[src/rtl/fc_argmax.sv]
// fc_argmax: captures the output beats of the last fully-connected layer into a
// neuron-indexed buffer, then scans it on a start pulse. It reports the index
// and value of the largest signed activation. Ties keep the lowest index.
//
// state  | meaning
// -------+---------------------------------------------------------------
// S_IDLE | accepting beats into the buffer, waiting for i_start
// S_LOAD | seed running max/class from neuron 0
// S_SCAN | compare one neuron per cycle against the running max
// S_DONE | result published on o_class/o_max, o_valid high, beat count cleared
module fc_argmax #(
    parameter int DATA_SIZE         = 8,
    parameter int OUTPUT_NEURONS    = 10,
    parameter int XBAR_SIZE         = 128,
    parameter int OBUF_BUS_WIDTH    = 48,
    parameter int OBUF_DATA_SIZE    = (DATA_SIZE == 1) ? $clog2(XBAR_SIZE)
                                                       : 2*DATA_SIZE + $clog2(XBAR_SIZE),
    parameter int H_CIM_TILES       = (OUTPUT_NEURONS*DATA_SIZE + XBAR_SIZE - 1) / XBAR_SIZE,
    parameter int NUM_CHANNELS      = OBUF_BUS_WIDTH / OBUF_DATA_SIZE,
    parameter int ELEMENTS_PER_TILE = XBAR_SIZE / DATA_SIZE,
    parameter int NUM_ADDR_OBUF     = ELEMENTS_PER_TILE / NUM_CHANNELS,
    parameter int CLASS_WIDTH       = (OUTPUT_NEURONS <= 1) ? 1 : $clog2(OUTPUT_NEURONS)
) (
    input  logic                                                   clk,
    input  logic                                                   rst,
    input  logic                                                   i_we,
    input  logic [H_CIM_TILES-1:0][NUM_CHANNELS-1:0][DATA_SIZE-1:0] i_data,
    input  logic                                                   i_start,
    output logic                                                   o_ready,
    output logic [CLASS_WIDTH-1:0]                                 o_class,
    output logic [DATA_SIZE-1:0]                                   o_max,
    output logic                                                   o_valid
);

    localparam int K_W = ($clog2(NUM_ADDR_OBUF + 1) < 1) ? 1 : $clog2(NUM_ADDR_OBUF + 1);
    localparam logic [K_W-1:0]         K_SAT     = K_W'(NUM_ADDR_OBUF);
    localparam logic [CLASS_WIDTH-1:0] IDX_FIRST = CLASS_WIDTH'(1);
    localparam logic [CLASS_WIDTH-1:0] IDX_LAST  = CLASS_WIDTH'(OUTPUT_NEURONS - 1);

    typedef enum logic [1:0] {
        S_IDLE = 2'd0,
        S_LOAD = 2'd1,
        S_SCAN = 2'd2,
        S_DONE = 2'd3
    } state_t;

    state_t                        r_state;
    state_t                        w_state_nxt;

    logic [K_W-1:0]                r_k;
    logic [CLASS_WIDTH-1:0]        r_idx;
    logic [CLASS_WIDTH-1:0]        r_class;
    logic signed [DATA_SIZE-1:0]   r_max;
    logic [CLASS_WIDTH-1:0]        r_o_class;
    logic [DATA_SIZE-1:0]          r_o_max;

    logic signed [DATA_SIZE-1:0]   r_buf [OUTPUT_NEURONS];

    logic                          w_accept;
    logic [OUTPUT_NEURONS-1:0]     w_wr_en;
    logic [DATA_SIZE-1:0]          w_wr_data [OUTPUT_NEURONS];
    logic signed [DATA_SIZE-1:0]   w_cand;
    logic                          w_gt;
    logic [CLASS_WIDTH-1:0]        w_fin_class;
    logic signed [DATA_SIZE-1:0]   w_fin_max;

    assign w_accept = (r_state == S_IDLE) && i_we;

    // Static mapping of each neuron to its (tile, beat, channel) slot. Slots past
    // the last beat never match, so saturated-k beats are dropped.
    for (genvar n = 0; n < OUTPUT_NEURONS; n++) begin : g_wr
        localparam int T  = n / ELEMENTS_PER_TILE;
        localparam int E  = n % ELEMENTS_PER_TILE;
        localparam int KN = E / NUM_CHANNELS;
        localparam int CN = E % NUM_CHANNELS;
        assign w_wr_en[n]   = w_accept && (KN < NUM_ADDR_OBUF) && (r_k == K_W'(KN));
        assign w_wr_data[n] = i_data[T][CN];
    end

    // Neuron buffer is deliberately not reset; unwritten neurons keep the previous frame.
    always_ff @(posedge clk) begin
        for (int n = 0; n < OUTPUT_NEURONS; n++) begin
            if (w_wr_en[n]) begin
                r_buf[n] <= w_wr_data[n];
            end
        end
    end

    // Candidate compare and the running result as it will stand after this cycle.
    always_comb begin
        w_cand      = r_buf[r_idx];
        w_gt        = (w_cand > r_max);
        w_fin_class = r_class;
        w_fin_max   = r_max;
        if (r_state == S_LOAD) begin
            w_fin_class = '0;
            w_fin_max   = r_buf[0];
        end else if (w_gt) begin
            w_fin_class = r_idx;
            w_fin_max   = w_cand;
        end
    end

    // State register.
    always_ff @(posedge clk) begin
        if (rst) begin
            r_state <= S_IDLE;
        end else begin
            r_state <= w_state_nxt;
        end
    end

    // Next-state decode.
    always_comb begin
        w_state_nxt = r_state;
        case (r_state)
            S_IDLE: if (i_start) w_state_nxt = S_LOAD;
            S_LOAD: w_state_nxt = (OUTPUT_NEURONS == 1) ? S_DONE : S_SCAN;
            S_SCAN: if (r_idx == IDX_LAST) w_state_nxt = S_DONE;
            S_DONE: w_state_nxt = S_IDLE;
            default: w_state_nxt = S_IDLE;
        endcase
    end

    // Status outputs decoded from state.
    always_comb begin
        o_ready = (r_state == S_IDLE);
        o_valid = (r_state == S_DONE);
    end

    // Beat counter, scan registers, and the published result captured on entry to DONE.
    always_ff @(posedge clk) begin
        if (rst) begin
            r_k       <= '0;
            r_idx     <= '0;
            r_class   <= '0;
            r_max     <= '0;
            r_o_class <= '0;
            r_o_max   <= '0;
        end else begin
            case (r_state)
                S_IDLE: begin
                    if (i_we && (r_k != K_SAT)) begin
                        r_k <= r_k + K_W'(1);
                    end
                end
                S_LOAD: begin
                    r_max   <= r_buf[0];
                    r_class <= '0;
                    r_idx   <= IDX_FIRST;
                end
                S_SCAN: begin
                    r_max   <= w_fin_max;
                    r_class <= w_fin_class;
                    r_idx   <= r_idx + CLASS_WIDTH'(1);
                end
                S_DONE: begin
                    r_k <= '0;
                end
                default: ;
            endcase
            if (w_state_nxt == S_DONE && r_state != S_DONE) begin
                r_o_class <= w_fin_class;
                r_o_max   <= w_fin_max;
            end
        end
    end

    assign o_class = r_o_class;
    assign o_max   = r_o_max;

endmodule
[config.mk]
export PLATFORM = sky130hd
export DESIGN_NAME = fc_argmax
export DESIGN_NICKNAME = d
export VERILOG_FILES = /design/src/rtl/fc_argmax.sv
export SDC_FILE = /design/constraint.sdc
export NUM_CORES = 1
export LEC_CHECK = 0
export BUFFER_PORTS_ARGS = -buffer_cell sky130_fd_sc_hd__buf_2
export CORE_MARGIN = 1
export CORE_UTILIZATION = 58
export DETAILED_ROUTE_END_ITERATION = 16
export PLACE_DENSITY_LB_ADDON = 0.25
export SYNTH_ARGS = -nofsm -noshare
export SYNTH_HDL_FRONTEND = slang
export SYNTH_SLANG_ARGS = --single-unit
[constraint.sdc]
create_clock -name clk -period 6.65 [get_ports clk]
set_input_delay 0.665 -clock clk [delete_from_list [all_inputs] [get_ports clk]]
set_output_delay 0.665 -clock clk [all_outputs]
set_load 0.05 [all_outputs]
Yosys cells after proc, flatten, opt, wreduce, memory -nomap -nowiden
Memory sizes are Yosys's and may differ from the RTL's. A register that Yosys moved wholly into a read port is not among the register bits.
Index checks and enable logic that the tools add are counted.
- flip-flop bits (word level): 34
- latch bits: 0
- bits in writable memories: 80
- bits in read-only memories: 0
- bits of input ports: 20
- output and inout bits: 14
- logic and storage cells: 92
- memories kept: 1
- memories (memory ; words ; bits a word ; read ports ; clocked after Yosys merged registers in ; wr ports ; RTL line ; text):
    r_buf ; 10 ; 8 ; 2 ; 1 ; 2 ; 57 ; logic signed [DATA_SIZE-1:0] r_buf [OUTPUT_NEURONS];
- add/sub/neg operators: 2
- $mul: 0
- divide/modulo/power cells: 0
- magnitude comparators: 1
- equality and inequality tests: 12
- shift-type cells: 0
- muxes and demuxes: 48
- bitwise gates (word level): 0
- reductions and logical operators: 21
- operator list (operator ; count):
    two-way mux 8 bit ; 10
    OR reduction 8 bit ; 8
    two-way mux 4 bit ; 13
    case mux 4 bit (2 select lines) ; 3
    two-way mux 1 bit ; 18
    case mux 8 bit (2 select lines) ; 1
    adder 4 x 1 -> 4 bit, second input constant ; 2
    == test 4 x 2 -> 1 bit, second input constant ; 2
    greater-than comparator 8 bit ; 1
    logical AND 1 bit ; 8
    case mux 2 bit (4 select lines) ; 1
    == test 2 bit, second input constant ; 3
    == test 4 x 1 -> 1 bit, second input constant ; 1
    == test 4 x 3 -> 1 bit, second input constant ; 1
    == test 4 bit, second input constant ; 1
    zero test 4 bit ; 1
    two-way mux 2 bit ; 2
    != test 4 bit, second input constant ; 1
    nonzero test 2 bit ; 2
    == test 2 x 1 -> 1 bit, second input constant ; 1
    zero test 2 bit ; 1
    != test 2 x 1 -> 1 bit, second input constant ; 1
    != test 2 bit, second input constant ; 1
    AND reduction 2 bit ; 1

Logic depth before layout (Yosys ltp)
Gate-level depths: netlist (run 1).
- depth after elaboration: 10
- depth in mapped cells: 13
- mapped depth without buffers: 10

Worst setup path before layout (run 1)
No wires, ideal clock.
- path type: register to register
- start: register r_state[0]
- end: memory r_buf[8][0], enable pin
- setup time: 0.409 ns
- arrival: 2.448 ns
- required time: 6.241 ns
- path slack: 3.792 ns
- stages on the path, launching flop included: 5
- buffers on the path: 0
- clock period less this slack: 2.858 ns
- cells stage by stage: dfxtp_1 > inv_1 > ha_1 > nand2_1 > nor3_1
- RTL lines (item ; RTL line ; text):
    start, declared ; 47 ; state_t r_state;
    start signal, assigned ; 109 ; r_state <= w_state_nxt;
    end, declared ; 57 ;

==> flow_metrics.py, run 1 <==
metrics = {
    "global_routing": {
        "grt_pass1_vias": 3529,
        "grt_usage_pct": 25.0,
        "antenna_found_initial": 0,
        "gr-total-overflow": 0,
        "grt_max_degree": 41,
        "grt_pass1_wl_um": 18100,
    },
    "yosys": {
        "async_flop_share_pct": 0,
        "synth_cell_types": 46,
        "synth_commonest_cells": "edfxtp_1 (80), dfxtp_1 (38), nand2_1 (27), mux2_2 (24), o31ai_1 (22)",
        "netlist_area_um2": 5290,
        "synthFlopType": "edfxtp_1",
        "yosysWarnings": 0,
        "synth_fp_nets": 466,
        "synth_seq_area_share_pct": 59.8,
        "synth_edf_count": 80,
        "avgSynthCellArea_um2": 12.4,
        "yosysTopAreaCellShare_pct": 45.4,
        "synth-seq-cells": 118,
        "yosysTopAreaCell": "edfxtp_1",
        "ys_top_cells_by_area": "edfxtp_1 (45%), dfxtp_1 (14%), mux2_2 (5.1%)",
        "syn_inst": 428,
        "synthMostInstantiatedCell": "edfxtp_1",
    },
    "power_and_ir_drop": {
        "power.density_nw_per_um2": 484,
        "leakage_nw": 2.16,
        "max-vdd-ir-drop_mv": 0.221,
    },
    "final_layout": {
        "fin_util_pct": 69.8,
        "finalNetCount": 495,
        "drive_gt1_share_pct": 20.9,
        "diodes": 0,
        "nFillCells": 622,
        "area_delta_synth_final_pct": 15.6,
    },
    "worst_setup_path": {
        "critical_path.endpoint_type": "flop",
        "criticalPathCategory": "flop to flop",
        "path_buf_inv": 0,
        "cpMaxStageDelayCell": "dfxtp_2",
        "critPathMaxStageDelay_ns": 1.03,
        "crit_chain": "mux2i_1 > a22o_1 > o31ai_1 > ha_1 > and4_1 > a211oi_2 > o32ai_2 > a32o_1",
        "required_ns": 7.06,
        "critPathMaxFanout": 40,
        "crit_family": "compound AO/OA/AOI/OAI gates",
        "critPathArrivalTime_ns": 4.36,
        "start_kind": "flop",
    },
    "die": {
        "dieArea_um2": 9510,
        "die_y_um": 97.5,
        "initial_utilization_pct": 60.4,
        "placement_rows": 34,
        "die_w_um": 97.5,
        "ios": 34,
        "coreArea_um2": 8760,
    },
    "clock_network": {
        "post_cts.repair.setup_buffers": 0,
        "cts_buffer_depth": 2,
        "cts_max_level": 4,
        "ctsResizeCount": 0,
        "cts_sinks": 118,
        "clkLatencyLatePin_ns": 0.52,
        "numCtsBuffers": 17,
        "cts_tree": "built",
        "hold_buffers": 0,
        "cts_root_buf": "clkbuf_8",
        "clk_pin_slew_ns": 0.06,
    },
    "timing": {
        "hold_viol": 0,
        "worst_slew_pin_slew_ns": 1.07,
        "rsz0062_at_grt": "false",
        "period_minus_slack_ns": 3.95,
        "finalSetupTns_ns": 0,
        "finalClockSkew_ns": 0.00855,
        "relSlewSlack_pct": 28.6,
        "setup_violations": 0,
        "drv_slew": 0,
        "maxClockFrequency_mhz": 253,
        "finalWorstSetupSlack_ns": 2.70,
        "fin_crit_sh_pct": 59.5,
    },
    "placed_design": {
        "globalplace.congestion": 0.816,
        "io_buffer_count": 33,
        "dp_hpwl_um": 7200,
        "dp_slack_ns": 2.82,
    },
    "run": {
        "cap_violations": 0,
    },
    "routing": {
        "drt-total-wl_um": 11400,
        "detail_route.first_pass.iterations": 5,
        "drc": 0,
        "drtAntennaViolNets": 0,
        "routedWlPerCell_um": 19.8,
        "vias_per_cell": 6.28,
        "drtIter0Drc": 252,
        "num_vias": 3623,
    },
    "status": {
        "status": "complete, no violations",
    },
    "worst_hold_path": {
        "hp-class": "primary input to flop",
    },
}
==> cell usage in the layout, fill, tap and decap left out, types with 2 or more instances in the layout <==
cell type   instances
a21o_1             16
a21oi_1            17
a22o_1              7
a22oi_1             2
a32o_1              4
and2_1              4
buf_2              33
bufinv_16           4
clkbuf_16          16
clkinv_4            5
clkinvlp_4          2
dfxtp_1            37
edfxtp_1           80
ha_1               18
inv_1              18
inv_6               2
mux2_2             24
mux2i_1            17
nand2_1            27
nand2b_1            3
nand3_1            16
nand4_1            14
nor2_1             17
nor2b_1             3
nor3_1             11
o211ai_1            6
o21ai_0            11
o221ai_1            2
o22ai_1             8
o31ai_1            22
==> flip-flops by register name, summed over array words and instances, names as in the netlist, named ones only <==
register  count
o_class       4
r_max         8
r_class       4
r_idx         4
r_state       2
o_max         8
r_buf        80
r_k           4
==> cells by family (layout without fill, tap and decap cells) <==
logic type      count (synthesis)  after routing  share of synthesized area, %
simple gates                  104            104                          9.96
flops                         118            118                          59.8
mux                            41             41                          8.32
buf+inv                        42             83                          3.22
compound gates                105            105                          14.5
fa+ha+maj                      18             18                          4.26
==> through the flow <==
stage | cells | power [mW] | cell area, µm² | hold WS (ns)
detailed placement | 546 | 2.00 | 5500 | 0.443
finish | 577 | 2.96 | 6120 | 0.375
global placement | 546 | 1.97 | 5500 | 0.437
global route | 577 | 3.10 | 6120 | 0.380
CTS | 577 | 2.95 | 6120 | 0.372
floorplan | 428 | 1.78 | 5290 | 0.442
==> report_power, final <==
part	internal (mW)	switching (mW)	leakage, nW	total [mW]
Combinational	0.329	0.671	0.825	1.00
Clock	0.610	0.335	0.295	0.945
Sequential	0.909	0.107	1.04	1.02
==> cell type report <==
type | instances | area [µm²] | share of cell area [%]
Inverter | 18 | 67.6 | 1.10
Clock inverter | 14 | 201 | 3.29
Multi-Input combinational cell | 268 | 1960 | 32.1
Sequential cell | 118 | 3160 | 51.7
Timing Repair Buffer | 34 | 173 | 2.82
Tap cell | 108 | 135 | 2.21
Clock buffer | 17 | 414 | 6.77
==> worst register-to-register path, stage by stage (launching register included) <==
cell and delay, ns:
dfxtp_2 1.03, mux2i_1 0.24, a22o_1 0.29, o31ai_1 0.46, ha_1 0.35, and4_1 0.23, a211oi_2 0.74, o32ai_2 0.26
a32o_1 0.25
==> path summary, 6_finish.rpt <==
kind	startpoint	end	slack [ns]	depth (start not counted)
worst max-delay path	flop	r_class[2]	2.70	8
worst min-delay path	i_data[5]	r_buf[2][5]	0.37	1
worst max register to register	flop	r_class[2]	2.70	8
worst min register to register	o_class[1]	o_class[1]	0.45	2
==> metal layers <==
metal  up-vias  global-route usage [%]  wire (µm)
met3        21                    5.40        587
li1       1699                       -          -
met2       127                    40.6       5530
met5         -                       0          0
met1      1776                    33.1       5130
met4         0                    8.94        152
Power figures use the tool's default switching activity.
==> run 2, diff against run 1 <==
clock period = 3.8 ns   (was 6.65 ns; I/O delays follow)
==> flow_metrics.py, run 2 (synthesized netlist as in run 1, its figures left out) <==
metrics = {
    "timing": {
        "rsz0062_at_grt": "false",
        "finalWorstSetupSlack_ns": 0.596,
        "finalClockSkew_ns": 0.00896,
        "worst_slew_pin_slew_ns": 0.931,
        "relSlewSlack_pct": 37.9,
        "hold_viol": 0,
        "maxClockFrequency_mhz": 312,
        "period_minus_slack_ns": 3.20,
        "setup_violations": 0,
        "finalSetupTns_ns": 0,
        "hold_ws_ns": 0.0889,
        "drv_slew": 0,
        "fin_crit_sh_pct": 84.3,
    },
    "clock_network": {
        "ctsResizeCount": 0,
        "post_cts.repair.setup_buffers": 0,
        "numCtsBuffers": 17,
        "cts_sinks": 118,
        "cts_buffer_depth": 2,
        "cts_root_buf": "clkbuf_8",
        "cts_max_level": 4,
        "cts_tree": "built",
        "clk_pin_slew_ns": 0.06,
        "clkLatencyLatePin_ns": 0.52,
        "hold_buffers": 0,
    },
    "final_layout": {
        "area_delta_synth_final_pct": 15.7,
        "final_common_cell": "edfxtp_1",
        "top_register": "r_buf",
        "largest_reg_flops": 80,
        "fin_area_um2": 6120,
        "fin_util_pct": 69.9,
        "finalNetCount": 500,
        "final_cell_mix": "edfxtp_1 (80), dfxtp_1 (37), buf_2 (33)",
        "drive_gt1_share_pct": 21.5,
        "diodes": 0,
    },
    "global_routing": {
        "gr-total-overflow": 0,
        "grt_pass1_vias": 3636,
        "grt_max_degree": 33,
        "grt_usage_pct": 25.8,
        "grt_pass1_wl_um": 18700,
        "antenna_found_initial": 0,
    },
    "worst_setup_path": {
        "required_ns": 4.26,
        "critPathMaxStageDelay_ns": 0.51,
        "cp-endpoint": "r_class[3]",
        "critPathArrivalTime_ns": 3.66,
        "start_kind": "flop",
        "r2r_setup_slack_ns": 0.60,
        "critical_path.endpoint_type": "flop",
        "r2r_end": "r_class[3]",
        "rr_worst_depth": 9,
        "crit_family": "compound AO/OA/AOI/OAI gates",
        "criticalPathCategory": "flop to flop",
        "critical_path_depth": 9,
        "path_buf_inv": 1,
        "crit_chain": "buf_12 > mux2i_1 > a22o_1 > o31ai_1 > ha_1 > nand4_1 > o221a_2 > o32ai_2 > a32o_1",
        "cpMaxStageDelayCell": "o31ai_1",
        "critPathMaxFanout": 24,
    },
    "power_and_ir_drop": {
        "max-vdd-ir-drop_mv": 0.416,
        "power.density_nw_per_um2": 834,
        "leakage_nw": 2.16,
    },
    "die": {
        "coreArea_um2": 8760,
        "dieArea_um2": 9510,
        "ios": 34,
        "placement_rows": 34,
        "initial_utilization_pct": 60.4,
        "die_y_um": 97.5,
        "die_w_um": 97.5,
    },
    "routing": {
        "detail_route.first_pass.iterations": 5,
        "drtIter0Drc": 247,
        "drtAntennaViolNets": 0,
        "routedWlPerCell_um": 19.8,
        "vias_per_cell": 6.25,
        "drc": 0,
        "num_vias": 3641,
        "drt-total-wl_um": 11500,
    },
    "worst_hold_path": {
        "hp-class": "primary input to flop",
        "hold_start": "i_data[3]",
    },
    "status": {
        "status": "complete, no violations",
    },
    "run": {
        "cap_violations": 0,
    },
    "placed_design": {
        "globalplace.congestion": 0.844,
        "dp_hpwl_um": 7580,
        "dp_slack_ns": 0.718,
        "io_buffer_count": 33,
        "place_area_um2": 5550,
    },
}
## run 2: cell count changes in the layout (fill, tap and decap cells not counted)
| cell | before | now |
|---|---|---|
| clkinv_1 | 0 | 1 |
| clkinvlp_4 | 2 | 4 |
| bufinv_16 | 4 | 2 |
| inv_6 | 2 | 3 |
| buf_4 | 1 | 5 |
| clkbuf_1 | 0 | 1 |
| buf_12 | 0 | 1 |
| clkinv_4 | 5 | 3 |
## run 2: worst min path at each step
stage	endpoint	cells past startpoint
finish	r_buf[8][3]	1
global route	r_buf[1][3]	1
CTS	r_buf[8][3]	1
detailed placement	o_class[2]	2
global placement	o_class[2]	2
floorplan	r_class[0]	1
## run 2: cell type report
cell class / instances / area [µm²]
fill: 626 / 2640
sequential: 118 / 3160
inverter: 18 / 67.6
clock inverter: 14 / 151
timing repair buffer: 39 / 223
multi-input combinational: 268 / 1960
clock buffer: 18 / 418
tap: 108 / 135
## run 2: worst reg2reg max path, cell delays in order (launching register included)
cell and delay (ns):
dfxtp_2 0.50, buf_12 0.24, mux2i_1 0.12, a22o_1 0.24
o31ai_1 0.51, ha_1 0.28, nand4_1 0.24, o221a_2 0.44
o32ai_2 0.40, a32o_1 0.18
## run 2: report_power, final
part           leakage [nW]  switching (mW)  internal [mW]  total [mW]
Clock                 0.266           0.576          0.936        1.51
Combinational         0.854            1.24          0.623        1.86
Sequential             1.04           0.145           1.59        1.74
## run 2: through the flow
| step | total power, mW | instances |
|---|---|---|
| 2_1_floorplan | 3.11 | 428 |
| 3_3_place_gp | 3.51 | 551 |
| 3_5_place_dp | 3.57 | 551 |
| 4_1_cts | 5.09 | 583 |
| 5_1_grt | 5.35 | 583 |
| 6_report | 5.11 | 583 |
## run 2: layer usage
| layer | share of wire, % | global-route usage, % |
|---|---|---|
| met1 | 43 | 33.7 |
| met2 | 48 | 41.1 |
| met3 | 6.7 | 6.04 |
| met4 | 2.5 | 11.8 |
| met5 | 0 | 0 |
==> run 3, diff against run 2 <==
CORE_UTILIZATION = 54   (was 58)
clock period = 2.85 ns   (was 3.8 ns; I/O delays follow)
==> flow_metrics.py, run 3 (synthesized netlist as in run 1, its figures left out) <==
metrics = {
    "status": {
        "status": "complete, but fails checks",
        "violations": "setup timing",
    },
    "global_routing": {
        "grt_max_degree": 33,
        "grt_usage_pct": 27.9,
        "grt_pass1_vias": 4013,
        "gr-total-overflow": 0,
        "antenna_found_initial": 0,
        "grt_pass1_wl_um": 20800,
    },
    "worst_setup_path": {
        "path_buf_inv": 3,
        "r2r_setup_slack_ns": -0.20,
        "crit_family": "compound AO/OA/AOI/OAI gates",
        "critical_path.endpoint_type": "flop",
        "cpMaxStageDelayCell": "dfxtp_4",
        "rr_worst_depth": 12,
        "required_ns": 3.24,
        "r2r_end": "r_max[7]",
        "crit_chain": "buf_12 > mux2i_1 > a22o_1 > o31ai_2 > ha_1 > nor2b_1 > o211ai_1 > buf_4 > a211oi_4 > buf_12 > nor3_1 > o31ai_1",
        "start_kind": "flop",
        "critPathMaxFanout": 8,
        "critPathMaxStageDelay_ns": 0.39,
        "cp_common_cell": "buf_12",
        "criticalPathCategory": "flop to flop",
        "critPathArrivalTime_ns": 3.44,
    },
    "timing": {
        "rsz0062_at_grt": "true",
        "period_minus_slack_ns": 3.05,
        "finalClockSkew_ns": 0.0101,
        "worst_slew_pin_slew_ns": 0.718,
        "drv_slew": 0,
        "fin_crit_sh_pct": 107,
        "setup_violations": 24,
        "maxClockFrequency_mhz": 328,
        "finalWorstSetupSlack_ns": -0.203,
        "hold_viol": 0,
        "relSlewSlack_pct": 52.1,
    },
    "placed_design": {
        "dp_slack_ns": -0.423,
        "numPlacedInstances": 607,
        "globalplace.congestion": 0.833,
        "dp_hpwl_um": 7930,
        "place_area_um2": 5850,
        "io_buffer_count": 33,
    },
    "final_layout": {
        "fin_util_pct": 74.1,
        "drive_gt1_share_pct": 34.6,
        "largest_reg_flops": 80,
        "area_delta_synth_final_pct": 31.3,
        "final_common_cell": "edfxtp_1",
        "finalNetCount": 559,
        "final_cell_mix": "edfxtp_1 (80), buf_4 (48), dfxtp_1 (37)",
        "diodes": 0,
        "top_register": "r_buf",
        "fin_cells": 663,
        "fin_area_um2": 6950,
    },
    "worst_hold_path": {
        "min_delay_worst_endpoint": "r_buf[4][0]",
        "hold_start": "i_data[0]",
        "hp-class": "primary input to flop",
        "hold_depth": 1,
    },
    "die": {
        "die_y_um": 101,
        "die_w_um": 101,
        "ios": 34,
        "placement_rows": 35,
        "initial_utilization_pct": 56.5,
        "dieArea_um2": 10200,
        "coreArea_um2": 9370,
    },
    "clock_network": {
        "cts_root_buf": "clkbuf_8",
        "cts_buffer_depth": 2,
        "clk_pin_slew_ns": 0.07,
        "cts_sinks": 118,
        "clkLatencyLatePin_ns": 0.52,
        "cts_max_level": 4,
        "numCtsBuffers": 17,
        "cts_tree": "built",
    },
    "power_and_ir_drop": {
        "leakage_nw": 2.56,
        "max-vdd-ir-drop_mv": 0.556,
        "power.density_nw_per_um2": 1160,
        "p_total_mw": 8.09,
    },
    "routing": {
        "vias_per_cell": 6.16,
        "drtAntennaViolNets": 0,
        "routedWlPerCell_um": 21.2,
        "detail_route.first_pass.iterations": 5,
        "drc": 0,
        "drt-total-wl_um": 14000,
        "drtIter0Drc": 305,
        "num_vias": 4086,
    },
    "run": {
        "cap_violations": 0,
    },
}
[run 3: changes by cell type in the layout (fill, tap and decap cells not counted), sizes merged]
cell         delta
bufinv          +1
buf            +52
clkinvlp        -3
dlygate4sd3     +5
clkinv          -5
a211o           +1
inv             +8
[run 3: routing by layer]
metal | share of wire (%) | global-route usage, %
met5 | 0 | 0
met4 | 3.3 | 13.0
met3 | 6.3 | 6.93
met2 | 51 | 46.8
met1 | 40 | 33.9
[run 3: power by group]
part | total, mW | internal (mW) | leakage (nW) | switching [mW]
Combinational | 3.53 | 1.45 | 1.22 | 2.08
Clock | 2.26 | 1.38 | 0.304 | 0.880
Sequential | 2.30 | 2.12 | 1.04 | 0.182
Total | 8.09 | 4.94 | 2.56 | 3.14
[run 3: stage by stage]
step | hold slack, ns | setup TNS (ns)
floorplan | 0.384 | 0
global placement | 0.439 | -4.62
detailed placement | 0.456 | -7.34
CTS | 0.000339 | 0
global route | -0.00120 | -4.57
finish | 0.00476 | -3.01
[run 3: worst register-to-register path, delay by kind of cell, from the launching register on]
family | cells | cell delay (ns)
flops | 1 | 0.39
mux | 1 | 0.12
simple gates | 2 | 0.52
fa+ha+maj | 1 | 0.32
compound gates | 5 | 1.05
buf+inv | 3 | 0.51
[run 3: worst max-delay path by stage]
stage                 end  slack [ns]  cells after the start
6_report         r_max[7]       -0.20                     12
5_1_grt        r_class[0]       -0.25                     11
2_1_floorplan    o_max[2]        0.14                     11
3_5_place_dp   r_class[1]       -0.42                     10
3_3_place_gp   r_class[2]       -0.29                     10
4_1_cts        r_class[0]        0.01                     12
[run 3: area by class of cell]
| type | count | area (µm²) |
|---|---|---|
| Tap cell | 129 | 161 |
| Multi-Input combinational cell | 269 | 2170 |
| Fill cell | 602 | 2420 |
| Clock buffer | 17 | 414 |
| Inverter | 18 | 67.6 |
| Sequential cell | 118 | 3170 |
| Clock inverter | 15 | 206 |
| Timing Repair Buffer | 97 | 764 |
[run 3: what timing repair did]
item | CTS | global route
hold buffers | 5 | 0
hold endpoints to repair | 23 | 0
setup buffers | 16 | 0
setup endpoints to repair | 24 | 24
cloned | 2 | 1
pin swaps | 6 | 6
gates resized for setup | 21 | 21
